## config.mk

```make
export PLATFORM = sky130hd
export DESIGN_NAME = multdiv_issue
export DESIGN_NICKNAME = d
export VERILOG_FILES = /design/src/rtl/multdiv_pkg.sv /design/src/rtl/multdiv_watchdog.sv /design/src/rtl/multdiv_issue.sv
export SDC_FILE = /design/constraint.sdc
export NUM_CORES = 1
export LEC_CHECK = 0
export CAP_MARGIN = 40
export CORE_ASPECT_RATIO = 1.5
export CORE_MARGIN = 2
export CORE_UTILIZATION = 36
export DETAILED_ROUTE_END_ITERATION = 6
export PLACE_DENSITY = 0.77
export SLEW_MARGIN = 20
export SYNTH_ARGS = -nofsm -noshare
export SYNTH_HDL_FRONTEND = slang
export SYNTH_HIERARCHICAL = 1
export SYNTH_SLANG_ARGS = --single-unit
```

## constraint.sdc

```tcl
create_clock -name clock -period 1.5 [get_ports clock]
set_input_delay 0.15 -clock clock [delete_from_list [all_inputs] [get_ports clock]]
set_output_delay 0.15 -clock clock [all_outputs]
set_load 0.005 [all_outputs]
```

## src/rtl/multdiv_pkg.sv

```systemverilog
// multdiv_pkg: FSM state encoding, op encoding and the watchdog default shared by
// the mult/div issue controller and its watchdog.
package multdiv_pkg;

   typedef logic [1:0] md_state_t;

   localparam logic [1:0] ST_IDLE  = 2'd0;
   localparam logic [1:0] ST_START = 2'd1;
   localparam logic [1:0] ST_WAIT  = 2'd2;
   localparam logic [1:0] ST_WB    = 2'd3;

   localparam logic OP_MULT = 1'b0;
   localparam logic OP_DIV  = 1'b1;

   localparam int unsigned TIMEOUT_CYCLES_DEFAULT = 40;

endpackage

```

## src/rtl/multdiv_watchdog.sv

```systemverilog
// multdiv_watchdog: WAIT-cycle counter with clear/enable and a terminal-count flag.
// Only compiled when MULTDIV_ISSUE_TIMEOUT_EN is defined.
`ifdef MULTDIV_ISSUE_TIMEOUT_EN
module multdiv_watchdog #(
   parameter int unsigned LIMIT = 40
) (
   input  logic clock,
   input  logic reset,
   input  logic clear_i,
   input  logic enable_i,
   output logic terminal_o
);

   localparam int unsigned CNT_W = (LIMIT > 1) ? $clog2(LIMIT) : 1;

   logic [CNT_W-1:0] count_q;
   logic [CNT_W-1:0] count_d;

   // terminal_o marks the LIMIT-th enabled cycle; the count parks there until cleared
   assign terminal_o = (count_q == CNT_W'(LIMIT - 1));

   always_comb begin
      count_d = count_q;
      if (clear_i) begin
         count_d = '0;
      end else if (enable_i && !terminal_o) begin
         count_d = count_q + CNT_W'(1);
      end
   end

   always_ff @(posedge clock) begin
      if (reset) begin
         count_q <= '0;
      end else begin
         count_q <= count_d;
      end
   end

endmodule
`endif

```

## src/rtl/multdiv_issue.sv

```systemverilog
// multdiv_issue: issues one multiply/divide to an external unit and writes back the result.
// Define MULTDIV_ISSUE_TIMEOUT_EN to add a WAIT watchdog of TIMEOUT_CYCLES cycles.
module multdiv_issue
   import multdiv_pkg::*;
#(
   parameter int unsigned TIMEOUT_CYCLES = TIMEOUT_CYCLES_DEFAULT
) (
   input  logic        clock,
   input  logic        reset,
   input  logic        issue_valid,
   input  logic        issue_op,
   input  logic [4:0]  issue_rd,
   input  logic [31:0] issue_a,
   input  logic [31:0] issue_b,
   input  logic        flush,
   output logic        issue_ready,
   output logic        stall,
   output logic [31:0] md_operandA,
   output logic [31:0] md_operandB,
   output logic        md_ctrl_MULT,
   output logic        md_ctrl_DIV,
   input  logic [31:0] md_result,
   input  logic        md_exception,
   input  logic        md_resultRDY,
   output logic        wb_valid,
   output logic [4:0]  wb_rd,
   output logic [31:0] wb_data,
   output logic        wb_exception
);

   if (TIMEOUT_CYCLES == 0) begin : g_bad_timeout
      $error("multdiv_issue: TIMEOUT_CYCLES must be at least 1");
   end

   md_state_t   state_q, state_d;
   logic        op_q, op_d;
   logic [4:0]  rd_q, rd_d;
   logic [31:0] a_q, a_d;
   logic [31:0] b_q, b_d;
   logic [4:0]  wb_rd_q, wb_rd_d;
   logic [31:0] wb_data_q, wb_data_d;
   logic        wb_exc_q, wb_exc_d;
   logic        res_exc;

   logic in_idle, in_start, in_wait, in_wb;
   assign in_idle  = (state_q == ST_IDLE);
   assign in_start = (state_q == ST_START);
   assign in_wait  = (state_q == ST_WAIT);
   assign in_wb    = (state_q == ST_WB);

`ifdef MULTDIV_ISSUE_TIMEOUT_EN
   logic wd_terminal;

   multdiv_watchdog #(
      .LIMIT(TIMEOUT_CYCLES)
   ) u_watchdog (
      .clock     (clock),
      .reset     (reset),
      .clear_i   (!in_wait),
      .enable_i  (in_wait),
      .terminal_o(wd_terminal)
   );
`endif

   // A divide-by-zero flag is only meaningful for divides
   assign res_exc = md_exception & (op_q == OP_DIV);

   always_comb begin
      state_d   = state_q;
      op_d      = op_q;
      rd_d      = rd_q;
      a_d       = a_q;
      b_d       = b_q;
      wb_rd_d   = wb_rd_q;
      wb_data_d = wb_data_q;
      wb_exc_d  = wb_exc_q;
      case (state_q)
         ST_IDLE: begin
            if (issue_valid) begin
               op_d    = issue_op;
               rd_d    = issue_rd;
               a_d     = issue_a;
               b_d     = issue_b;
               state_d = ST_START;
            end
         end
         ST_START: begin
            state_d = flush ? ST_IDLE : ST_WAIT;
         end
         ST_WAIT: begin
            // flush beats a same-cycle result; a result beats the terminal count
            if (flush) begin
               state_d = ST_IDLE;
            end else if (md_resultRDY) begin
               wb_rd_d   = rd_q;
               wb_exc_d  = res_exc;
               wb_data_d = res_exc ? 32'd0 : md_result;
               state_d   = ST_WB;
`ifdef MULTDIV_ISSUE_TIMEOUT_EN
            end else if (wd_terminal) begin
               wb_rd_d   = rd_q;
               wb_exc_d  = 1'b1;
               wb_data_d = 32'd0;
               state_d   = ST_WB;
`endif
            end
         end
         ST_WB: begin
            state_d = ST_IDLE;
         end
         default: begin
            state_d = ST_IDLE;
         end
      endcase
   end

   always_ff @(posedge clock) begin
      if (reset) begin
         state_q   <= ST_IDLE;
         op_q      <= OP_MULT;
         rd_q      <= '0;
         a_q       <= '0;
         b_q       <= '0;
         wb_rd_q   <= '0;
         wb_data_q <= '0;
         wb_exc_q  <= 1'b0;
      end else begin
         state_q   <= state_d;
         op_q      <= op_d;
         rd_q      <= rd_d;
         a_q       <= a_d;
         b_q       <= b_d;
         wb_rd_q   <= wb_rd_d;
         wb_data_q <= wb_data_d;
         wb_exc_q  <= wb_exc_d;
      end
   end

   assign issue_ready  = in_idle;
   assign stall        = (in_idle & issue_valid) | in_start | in_wait;
   assign md_operandA  = (in_start | in_wait) ? a_q : 32'd0;
   assign md_operandB  = (in_start | in_wait) ? b_q : 32'd0;
   assign md_ctrl_MULT = in_start & (op_q == OP_MULT);
   assign md_ctrl_DIV  = in_start & (op_q == OP_DIV);
   assign wb_valid     = in_wb;
   assign wb_rd        = wb_rd_q;
   assign wb_data      = wb_data_q;
   assign wb_exception = wb_exc_q;

endmodule

```

==> out/qor.csv, run 1 <==
metric,value,unit
status,finished with violations,
failing checks,setup timing,
# IOs,215,
port bufs,214,
Pleak,3.118,nW
"CTS clk-pin slew, worst paths",0.07,ns
"Hold Violations, Final",0,
first-pass GRT wire length,20050,um
number of remaining DRC errors,0,
Setup WS post-layout,-0.3548,ns
gr usage total,20.32,%
drt wl/cell,15.60,um
cts hold-fix bufs,0,
vias in the first global route,4043,
post-layout util,65.33,%
RSZ-0062 raised after global routing,true,
number of vias per cell,4.842,
Crit Path Category,reg -> out,
WHS,0.1395,ns
worst path arrival time,1.70,ns
main combinational cell family by area after synthesis,simple AND/OR/NAND/NOR gates,
dominant cell type by area after synthesis,dfxtp_1,
ys async rst share,0,%
commonest cells in the synthesized netlist,"144 x nand2_1, 110 x dfxtp_1, 73 x a21oi_1",
most frequent CP cell,buf_6,
total power,6.805,mW
worst hold-check path type,in -> reg,
setup violators final,96,
Worst Max-Slew Pin Slew,0.3292,ns
most common cell in the netlist,nand2_1,
CP max FO,6,
clock latency at the later pin of the worst-skew pair,0.34,ns
max frequency,539.1,MHz
Syn Inst Count,490,
CTS max path bufs,2,
fin. max-slew vios,0,
Root Buffer,clkbuf_16,
CP peak stage delay,0.34,ns
area grow syn2layout,78.22,%
Finished Layout Cells,878,
Max IR drop VDD,0.0005020,V
PD cells,912.9,mW/mm2
final instance area,0.007455,mm2
Slew HR,78.06,%
Yosys cell types,18,
Seq cells post-synth,110,
GPL Wtd Cong,0.7617,
top post-synthesis cells by area,"dfxtp_1 53%, nand2_1 13%, and2_1 9.9%",
post-route ant nets,0,
WL final,13700,um
Synth Area in Adders,1.197,%
Die Ht,136.0,um
CTS Buf Count,9,
DR vias,4251,
Critical Path Start Type,flop,
"Critical Path, Cell by Cell",inv_2 > ha_4 > buf_6 > buf_12 > buf_16 > buf_6 > and2_4 > buf_6,
Core ar.,0.01141,mm2
grt total ovfl,0,
mux cell area share after synthesis,1.436,%
post-synth top area share,52.65,%
First-pass DRT Iterations,4,
Worst path slowest cell,dfxtp_2,
sequential area share after synthesis,52.65,%
pin count of the biggest net entering global routing,51,
num rows,48,
Starting Density,36.66,%
Final Skew,0.007396,ns
CTS Sinks,110,
simple-gate share of the synthesized area,24.59,%
Max H-tree Level,3,
worst path bufs/invs,6,
initial drt markers,149,
HPWL after DPL,9054,um
diode count,0,
die width,92.01,um
period utilization,123.7,%
placed insts,838,
Placed Area,0.006610,mm2
Yosys warning count,6,
ratio of cells with drive above 1 in the final layout,27.61,%
CP top delay family,buffers and inverters,
Post-synth top flop,dfxtp_1,
complex-gate fraction of the synthesized area,16.18,%
initial antenna violation count,0,
nets,835,
CTS tree,built,
Mapped Area,0.004183,mm2
Post-Synth XOR/XNOR Area,0,%
Die ar.,0.01251,mm2
Syn Area/Cell,8.536,um2
Max-Cap Viols,0,
CP Capture Type,primary output,
"EDFF count, synth",0,
Critical Path RT,1.35,ns
post-synthesis net count,602,
minimum clock period,1.855,ns
repair_timing:
| item | in CTS | in global routing |
|---|---|---|
| pin swaps | 15 | 58 |
| endpoints found under the setup margin | 101 | 106 |
| resized for setup | 252 | 144 |
| hold endpoints to repair | 0 | 0 |
| gates cloned | 5 | 4 |
| buffers inserted | 14 | 4 |
cell families after synthesis:
family / count (synthesis)
adders and majority gates: 4
buffers and inverters: 41
and+or+nand+nor: 222
muxes: 6
AOI/OAI and AO/OA: 107
DFF: 110
report_power, final:
group,total (mW),switching [mW],internal (mW)
combinational,1.43,0.573,0.857
clock,2.24,1.09,1.15
sequential,3.14,0.0765,3.06
total,6.81,1.74,5.07
sequential cells by signal (all words and copies together), names as in the netlist:
signal,cells
rd_q,5
wb_rd,5
a_q,32
op_q,1
b_q,32
wb_exception,1
state_q,2
wb_data,32
through the flow:
stage	worst slack [ns]	setup TNS [ns]
final	-0.3548	-18.59
after global routing	-0.4033	-23.41
after CTS	-0.4088	-23.75
after detailed placement	-0.2745	-17.28
after global placement	-0.2377	-13.42
after floorplan	0.02024	0
cell type report:
type,instances,area (um2)
Fill cell,940,3956
Clock buffer,9,225.2
Clock inverter,7,55.05
Inverter,4,15.01
Timing Repair Buffer,259,2754
Multi-Input combinational cell,339,2013
Tap cell,150,187.7
Sequential cell,110,2205
path summary, 6_finish.rpt:
path,slack (ns),cells past startpoint,from,endpoint
worst max-delay path,-0.35,8,state_q[0],md_operandA[22]
worst min-delay path,0.14,2,reset,wb_exception
worst max register to register,-0.16,9,state_q[0],wb_data[1]
worst min register to register,0.46,2,a_q[18],a_q[18]
cells in the final DEF, fill, tap and decap left out, types with 12 or more instances in the layout:
cell,synthesis,layout
dfxtp_1,110,108
buf_6,0,62
clkbuf_2,0,13
nand2_1,144,143
clkdlybuf4s50_1,0,144
clkbuf_16,0,12
a21oi_1,73,72
buf_4,0,14
and2_4,0,57
a22o_1,32,32
metal layers:
metal,part of all wire (%),up-vias,global-route usage (%)
met3,7.7,19,5.322
li1,-,2068,-
met2,53,190,38.07
met4,1.7,0,7.546
met1,37,1974,21.66
met5,0,-,0
(Power assumes the default switching activity.)
==> run 2: changes to the inputs <==
- RECOVER_POWER: not set -> 100
- SKIP_LAST_GASP: not set -> 1
==> out/qor.csv, run 2 (synthesized netlist as in run 1, its figures left out) <==
metric,value,unit
status,finished with violations,
failing checks,setup timing,
# IOs,215,
RSZ-0062 raised after global routing,true,
most frequent CP cell,buf_6,
Max IR drop VDD,0.0005030,V
Die Ht,136.0,um
gr usage total,20.23,%
"commonest non-fill, non-tap cell in the layout",nand2_1,
diode count,0,
vias in the first global route,4071,
reg2reg path depth,9,
CP max FO,6,
period utilization,123.2,%
"CTS clk-pin slew, worst paths",0.07,ns
CTS Buf Count,9,
CTS max path bufs,2,
hold path depth,2,
CP peak stage delay,0.33,ns
CP top delay family,buffers and inverters,
post-route ant nets,0,
fin. max-slew vios,0,
PD cells,929.4,mW/mm2
Slew HR,75.44,%
Max H-tree Level,3,
Worst path slowest cell,dfxtp_2,
DP Worst Slack,-0.2745,ns
"Critical Path, Cell by Cell",inv_2 > ha_4 > buf_6 > buf_12 > buf_16 > buf_6 > and2_4 > buf_6,
die width,92.01,um
"leading cell types in the layout, fill and taps excluded","144 x nand2_1, 132 x clkdlybuf4s50_1, 108 x dfxtp_1",
WL final,13380,um
setup violators final,96,
Critical Path RT,1.35,ns
Root Buffer,clkbuf_16,
Finished Layout Cells,878,
final instance area,0.007183,mm2
Crit Path Category,reg -> out,
Setup WS post-layout,-0.3474,ns
WP depth,8,
first-pass GRT wire length,20010,um
DR vias,4187,
Worst Max-Slew Pin Slew,0.3684,ns
Max-Cap Viols,0,
worst path arrival time,1.70,ns
fillcell total,980,
initial drt markers,124,
Starting Density,36.66,%
minimum clock period,1.847,ns
number of vias per cell,4.769,
GPL Wtd Cong,0.7617,
Placed Area,0.006610,mm2
number of remaining DRC errors,0,
HPWL after DPL,9054,um
min-delay src,reset,
RR Startpoint,state_q[0],
Critical Path Start Type,flop,
clock latency at the later pin of the worst-skew pair,0.35,ns
First-pass DRT Iterations,5,
grt total ovfl,0,
CTS tree,built,
placed insts,838,
initial antenna violation count,0,
area grow syn2layout,71.73,%
worst hold-check path type,in -> reg,
total power,6.676,mW
worst path bufs/invs,6,
Core ar.,0.01141,mm2
Die ar.,0.01251,mm2
nets,835,
drt wl/cell,15.24,um
"Hold Violations, Final",0,
port bufs,214,
Crit. Startpoint,state_q[0],
num rows,48,
max frequency,541.3,MHz
CP Capture Type,primary output,
Final Skew,0.009430,ns
Pleak,3.176,nW
ratio of cells with drive above 1 in the final layout,21.98,%
cts hold-fix bufs,0,
CTS Sinks,110,
pin count of the biggest net entering global routing,51,
==> run 2: cell count changes in the layout (fill, tap and decap cells not counted), sizes merged <==
cell / delta
dlymetal6s2s: +7
clkbuf: +14
buf: -21
dlygate4sd3: +12
clkdlybuf4s50: -12
==> run 2: report_power, final <==
part / switching, mW / internal [mW] / total (mW)
Sequential: 0.0702 / 3.06 / 3.13
Combinational: 0.544 / 0.766 / 1.31
Clock: 1.09 / 1.15 / 2.24
Total: 1.70 / 4.97 / 6.68
==> run 2: final timing paths <==
path                endpoint  slack (ns)
max          md_operandA[22]       -0.35
min             wb_exception        0.14
max reg2reg       wb_data[1]       -0.16
min reg2reg           a_q[2]        0.45
==> run 2: final cells by class <==
cell class / instances / area [um2] / share of cell area, %
clock buffers: 9 / 225.2 / 3.135
inverters: 4 / 15.01 / 0.2090
well taps: 150 / 187.7 / 2.613
flip-flops and latches: 110 / 2205 / 30.69
multi-input cells: 339 / 1931 / 26.88
clock inverters: 7 / 55.05 / 0.7664
repair buffers: 259 / 2565 / 35.71
==> run 2: metal layers <==
layer	routed length [um]	vias up	global-route usage (%)	share of wire, %
met2	7072	169	37.83	53
met5	0	-	0	0
met1	5152	1939	21.70	38
met3	960	15	5.100	7.2
li1	-	2064	-	-
met4	196	0	7.711	1.5
==> run 2: what timing repair did <==
item	4_1_cts	5_1_grt
setup buffers	14	5
pin swaps	15	29
setup endpoints to repair	101	106
gates cloned	5	3
hold endpoints to repair	0	0
gates resized for setup	167	123
==> run 2: through the flow <==
step                setup TNS, ns  utilization, %  hold WS, ns
finish                     -19.54           62.95       0.1396
global route               -26.82           62.95       0.1474
CTS                        -30.67           62.54       0.1319
detailed placement         -17.28           57.93       0.4430
global placement           -13.42           57.93       0.4376
floorplan                       0               -       0.2827
==> run 3: changes to the inputs <==
- CORE_MARGIN: 2 -> not set
==> out/qor.csv, run 3 (synthesized netlist as in run 1, its figures left out) <==
metric,value,unit
Root Buffer,clkbuf_16,
Top Metal Used,met4,
Max H-tree Level,3,
nets,835,
WL final,14250,um
CTS Buf Count,9,
CTS tree,built,
Placed Area,0.006614,mm2
Slew HR,65.54,%
routed wl met2,7693,um
Critical Path Start Type,flop,
worst hold-check path type,in -> reg,
First-pass DRT Iterations,4,
Core ar.,0.01117,mm2
CP Capture Type,primary output,
Finished Layout Cells,874,
number of remaining DRC errors,0,
final instance area,0.007328,mm2
Pleak,3.210,nW
# IOs,215,
reg2reg path depth,9,
"Hold Violations, Final",0,
minimum clock period,1.790,ns
number of vias per cell,4.880,
failing checks,setup timing,
Starting Density,37.44,%
diode count,0,
RSZ-0062 raised after global routing,true,
GPL Wtd Cong,0.7596,
Max-Cap Viols,0,
drt wl/cell,16.31,um
Critical Path RT,1.35,ns
CP max FO,6,
fillcell total,920,
"CTS clk-pin slew, worst paths",0.07,ns
initial drt markers,167,
port bufs,214,
die width,90.01,um
HPWL after DPL,9046,um
CTS max path bufs,2,
first-pass GRT wire length,21160,um
num rows,47,
post-route ant nets,0,
vias in the first global route,4164,
cts hold-fix bufs,0,
max frequency,558.7,MHz
setup violators final,96,
"leading cell types in the layout, fill and taps excluded","144 x clkdlybuf4s50_1, 142 x nand2_1, 108 x dfxtp_1",
Die Ht,134.0,um
ratio of cells with drive above 1 in the final layout,23.52,%
Worst Max-Slew Pin Slew,0.5169,ns
met1 wire length,5288,um
Met3 Wirelength,984,um
gr usage total,22.00,%
hold path depth,3,
pin count of the biggest net entering global routing,51,
Setup WS post-layout,-0.2899,ns
"commonest non-fill, non-tap cell in the layout",clkdlybuf4s50_1,
period utilization,119.3,%
DR vias,4265,
Max IR drop VDD,0.0006142,V
status,finished with violations,
CTS Sinks,110,
grt total ovfl,0,
fin. max-slew vios,0,
Final Skew,0.006521,ns
clock latency at the later pin of the worst-skew pair,0.34,ns
Crit Path Category,reg -> out,
area grow syn2layout,75.20,%
initial antenna violation count,0,
worst path arrival time,1.64,ns
PD cells,938.3,mW/mm2
Die ar.,0.01206,mm2
placed insts,836,
run 3: final timing paths:
check / start / to / slack (ns)
setup / recovery: state_q[1] / md_operandB[6] / -0.29
hold / removal: reset / state_q[1] / 0.23
setup reg to reg: state_q[0] / wb_data[2] / -0.08
hold reg to reg: b_q[26] / b_q[26] / 0.45
run 3: critical path, stage by stage (launching register included):
cell       delay, ns
dfxtp_2         0.34
inv_2           0.05
ha_4            0.26
buf_8           0.14
buf_6           0.11
clkbuf_16       0.16
and2_4          0.14
buf_6           0.11
run 3: area by class of cell:
type	instances	area [um2]	share of cell area (%)
Clock buffer	12	256.5	3.500
Clock inverter	3	43.79	0.5976
Inverter	4	15.01	0.2049
Multi-Input combinational cell	339	1984	27.08
Sequential cell	110	2205	30.08
Tap cell	147	183.9	2.510
Timing Repair Buffer	259	2640	36.03
run 3: metrics by stage:
stage | utilization [%] | power (mW) | setup slack [ns] | hold WS, ns | TNS (ns)
3_3_place_gp | 59.19 | 4.224 | -0.2268 | 0.4378 | -13.09
3_5_place_dp | 59.19 | 4.257 | -0.2577 | 0.4422 | -15.43
5_1_grt | 65.59 | 7.170 | -0.3457 | 0.2363 | -19.68
2_1_floorplan | - | 3.600 | 0.02024 | 0.2827 | 0
4_1_cts | 64.31 | 6.798 | -0.5406 | 0.2122 | -30.71
6_report | 65.59 | 6.876 | -0.2899 | 0.2315 | -14.01
run 3: per-layer routing:
metal  up-vias  global-route usage (%)
li1       2063                       -
met1      2013                   23.35
met2       170                   41.86
met3        19                   5.669
met4         0                   7.168
met5         -                       0
run 3: what timing repair did:
item	in CTS	in global routing
setup endpoints to repair	108	106
endpoints found under the hold margin	0	0
buffers inserted	14	12
gates cloned	5	3
pin swaps	9	55
resized for setup	108	189
run 3: power by group:
group,internal [mW],switching [mW]
Sequential,3.06,0.0763
Combinational,0.784,0.575
Clock,1.38,1.00
Total,5.22,1.65
